**src/rtl/inst_queue.sv**
```systemverilog
// Instruction queue between fetch and decode/rename.
// Buffers {pc, inst} pairs in program order; flush discards all entries.
module inst_queue #(
  parameter int DEPTH  = 8,
  parameter int ADDR_W = 3
) (
  input  logic              clk_i,
  input  logic              reset_i,
  input  logic              flush_i,
  input  logic              fetch_valid_i,
  input  logic [31:0]       fetch_pc_i,
  input  logic [31:0]       fetch_inst_i,
  output logic              fetch_ready_o,
  input  logic              decode_ready_i,
  output logic              inst_valid_o,
  output logic [31:0]       pc_o,
  output logic [31:0]       inst_o,
  output logic [ADDR_W:0]   count_o,
  output logic              full_o,
  output logic              empty_o
);

  typedef struct packed {
    logic [31:0] pc;
    logic [31:0] inst;
  } iq_entry_t;

  localparam logic [ADDR_W:0] FULL_CNT = DEPTH[ADDR_W:0];

  iq_entry_t         mem [DEPTH];
  iq_entry_t         head_entry;
  logic [ADDR_W-1:0] head_q;
  logic [ADDR_W-1:0] tail_q;
  logic [ADDR_W:0]   count_q;
  logic              push;
  logic              pop;

  assign full_o        = (count_q == FULL_CNT);
  assign empty_o       = (count_q == '0);
  assign count_o       = count_q;
  assign fetch_ready_o = !full_o;
  assign inst_valid_o  = !empty_o;

  // Readiness comes from registered count only, so a full queue
  // refuses a push even when decode drains it the same cycle.
  assign push = fetch_valid_i & fetch_ready_o & !flush_i;
  assign pop  = inst_valid_o & decode_ready_i & !flush_i;

  assign head_entry = mem[head_q];
  assign pc_o       = inst_valid_o ? head_entry.pc   : '0;
  assign inst_o     = inst_valid_o ? head_entry.inst : '0;

  always_ff @(posedge clk_i) begin
    if (push) begin
      mem[tail_q] <= '{pc: fetch_pc_i, inst: fetch_inst_i};
    end
  end

  always_ff @(posedge clk_i or posedge reset_i) begin
    if (reset_i) begin
      head_q  <= '0;
      tail_q  <= '0;
      count_q <= '0;
    end else if (flush_i) begin
      head_q  <= '0;
      tail_q  <= '0;
      count_q <= '0;
    end else begin
      if (push) begin
        tail_q <= tail_q + 1'b1;
      end
      if (pop) begin
        head_q <= head_q + 1'b1;
      end
      if (push && !pop) begin
        count_q <= count_q + 1'b1;
      end else if (pop && !push) begin
        count_q <= count_q - 1'b1;
      end
    end
  end

endmodule

```
**config.mk**
```make
export PLATFORM = sky130hd
export DESIGN_NAME = inst_queue
export DESIGN_NICKNAME = d
export VERILOG_FILES = /design/src/rtl/inst_queue.sv
export SDC_FILE = /design/constraint.sdc
export NUM_CORES = 1
export LEC_CHECK = 0
export CORE_ASPECT_RATIO = 0.75
export CORE_MARGIN = 2
export CORE_UTILIZATION = 58
export DETAILED_ROUTE_END_ITERATION = 16
export HOLD_SLACK_MARGIN = 0.15
export PLACE_DENSITY_LB_ADDON = 0.3
export SLEW_MARGIN = 25
export SYNTH_ARGS = -nofsm -noshare
export SYNTH_HDL_FRONTEND = slang
export SYNTH_SLANG_ARGS = --single-unit
export TNS_END_PERCENT = 30
```
**constraint.sdc**
```tcl
create_clock -name clk_i -period 7.1 [get_ports clk_i]
set_input_delay 1.775 -clock clk_i [delete_from_list [all_inputs] [get_ports clk_i]]
set_output_delay 1.775 -clock clk_i [all_outputs]
set_load 0.02 [all_outputs]
```
==> results.yml <==
timing:
  period_share_pct: 73.6
  worst_hold_slack_ns: 0.597
  final-setup-viol-count: 0
  maxClockFrequency_mhz: 191
  rsz0062_at_grt: "false"
  skew_ns: 0.0153
  slew_viol_final: 0
  timing_hold_violations_final: 0
  post-route-min-period_ns: 5.23
  tightest_slew_ns: 1.02
  setup-tns-final_ns: 0
  relative_slew_slack_pct: 31.7
synth:
  syn_nets: 969
  ys_top_cells_by_area: "edfxtp_1 76%, mux4_2 14%, mux2i_1 3.3%"
  post_synthesis_register_bit_count: 522
  synth_adder_area_share_pct: 0.348
  postSynthCellCount: 895
  yosysWarnings: 0
  synth-compound-area-share_pct: 0.454
  post_synth_xor_area_fraction_pct: 0.261
  post_synth_and_or_nand_nor_area_fraction_pct: 2.07
  post_synthesis_instance_area_sq_um: 20100
  synth_top_cell_by_area: "edfxtp_1"
  muxShareOfSynthArea_pct: 17.7
  postSynth.topFlopCell: "edfxtp_1"
  synth_seq_area_share_pct: 77.6
  portion_of_synthesized_cell_area_occupied_by_the_leading_cell_type_pct: 76.4
  synth_top_family_by_area: "multiplexers"
  post_synth.cell_area_avg_sq_um: 22.5
  synth_async_sr_flop_share_pct: 1.92
  synth_most_common_cell: "edfxtp_1"
  yosysUniqueCellTypes: 35
  synth_edf_count: 512
  netlist_top_cells_count: "512 x edfxtp_1, 128 x mux4_2, 78 x nor2_1, 67 x mux2i_1, 14 x buf_2"
clock_tree:
  cts_inserted_buffers: 48
  root_buffer: "clkbuf_16"
  worst_setup_hold_path_clk_slew_ns: 0.06
  clock_insertion_delay_worst_skew_ns: 0.55
  tritoncts: "yes"
  clock-sinks: 522
  post-cts-setup-buffer-count: 0
  hold_buffers: 0
  number_of_h_tree_branching_levels: 2
  ctsLongestPathBuffers: 3
  postCtsResizedCells: 0
die:
  fp-row-count: 59
  die-area_sq_um: 36200
  floorplan.die.height_microns: 165
  num_io_pins: 141
  core_sq_um: 34400
  initial_utilization_pct: 58.5
  die_width_microns: 219
worst_setup_path:
  crit_path_max_incr_delay_ns: 0.68
  critical_path.slowest_cell: "clkinv_2"
  setup.worst_path.class: "register to output pin"
  critical_path.endpoint_type: "output pin"
  worst-endpoint-required_ns: 5.33
  cp_cell_sequence: "or4_1 > clkinv_2 > buf_4 > nor2_1 > clkdlybuf4s50_1"
  critical_path_arrival_ns: 3.45
  startpoint_type: "register"
  peak_fanout_along_the_critical_path: 48
routing:
  detail_route.wl_per_cell_microns: 24.6
  dr.first_iter.drc_count: 826
  vias_per_cell: 5.95
  drt-total-wl_mm: 38.2
  drc: 0
  drt_pass1_iterations: 5
  total_via_count_in_the_routed_design: 9248
  number_of_nets_with_antenna_violations_after_routing: 0
place:
  place_inst: 1465
  port_buffers: 140
  place_area_sq_um: 22100
  dp_hpwl_mm: 21.7
  finalWeightedCongestion: 0.761
cells_and_area:
  syn2layout_area_growth_pct: 17.3
  fin_cells: 1555
  layout.cell_area.non_filler_sq_um: 23600
  regArea_sq_um: 15600
  proportion_of_layout_cells_with_a_drive_suffix_above_1_pct: 21.0
  layout_nets: 1132
  area_of_the_multi_input_gates_sq_um: 4250
  final.fill_count: 2165
grt:
  grt_antenna_before_repair: 3
  track_usage_pct: 21.8
  largest_net_degree_at_the_start_of_global_routing: 86
  global_route_wire_length_before_repair_mm: 58.0
  grt_overflow_total: 0
  first_global_vias: 9516
power_and_ir_drop:
  ir_worst_vdd_mv: 0.262
  power_per_cell_area_nw_per_um2: 358
  leakagePower_nw: 7.26
job:
  cap_viol_max_count: 0
run_status:
  outcome: "completed"
hold_path:
  holdCritPathClass: "register to register"
-- state kept, by name, summed over array words and instances, names as in the netlist --
signal	count
tail_q	3
mem	512
count_o	4
head_q	3
-- cell type report --
| type | instances | share of cell area [%] |
|---|---|---|
| well taps | 457 | 2.42 |
| clock inverters | 28 | 1.00 |
| inverters | 8 | 0.133 |
| repair buffers | 160 | 6.92 |
| flip-flops and latches | 522 | 66.2 |
| clock buffers | 60 | 5.28 |
| diodes | 2 | 0.0212 |
| multi-input cells | 318 | 18.0 |
-- power breakdown --
| group | total [mW] | switching, mW | internal, mW |
|---|---|---|---|
| Sequential | 3.62 | 0.127 | 3.50 |
| Combinational | 2.41 | 1.23 | 1.18 |
| Clock | 2.42 | 1.06 | 1.36 |
| Total | 8.45 | 2.42 | 6.03 |
-- critical path, delay by kind of cell, from the launching register on --
kind | cells | cell delay (ns)
flip-flops | 1 | 0.47
AND/OR/NAND/NOR | 2 | 0.76
buffers and inverters | 3 | 1.64
-- kinds of logic (layout without fill, tap and decap cells) --
group	Yosys count	in the layout
muxes	195	195
buffers and inverters	55	256
AOI/OAI and AO/OA	11	11
DFF	522	522
adders and majority gates	5	5
other	0	2
xor gates and xnor gates	6	6
and+or+nand+nor	101	101
-- worst paths after layout --
kind | start | endpoint | slack (ns) | cells after the start
setup reg to reg | count_o[0] | mem[7][48] | 4.09 | 6
min in group asynchronous | reset_i | count_o[2] | 1.50 | 2
max in group asynchronous | reset_i | head_q[2] | 5.27 | 2
hold / removal | tail_q[0] | tail_q[0] | 0.60 | 2
hold reg to reg | tail_q[0] | tail_q[0] | 0.60 | 2
setup / recovery | count_o[0] | inst_o[22] | 1.87 | 5
-- cell usage in the layout, fill, tap and decap left out, types with 8 or more instances in the layout --
cell,instances
mux2i_1,67
clkinv_2,13
nor2_1,72
clkinv_1,8
buf_4,14
edfxtp_1,512
clkbuf_16,48
clkdlybuf4s50_1,140
clkbuf_1,12
mux4_2,128
-- per-stage QoR --
stage	power (mW)	setup WS, ns	utilization [%]
3_3_place_gp	6.10	2.28	64.2
6_report	8.45	1.87	68.6
2_1_floorplan	5.25	-0.288	-
5_1_grt	8.81	1.69	68.6
4_1_cts	8.55	1.62	68.6
3_5_place_dp	6.13	2.21	64.3
-- layer usage --
metal	vias up	share of wire, %	global-route usage, %	wire [microns]
met5	-	0.071	0	27
li1	4026	-	-	-
met2	281	48	34.0	18400
met3	60	5.8	3.86	2220
met4	4	1.9	5.65	716
met1	4877	44	32.6	16800
Note: power is estimated with default switching activity, not from simulation.
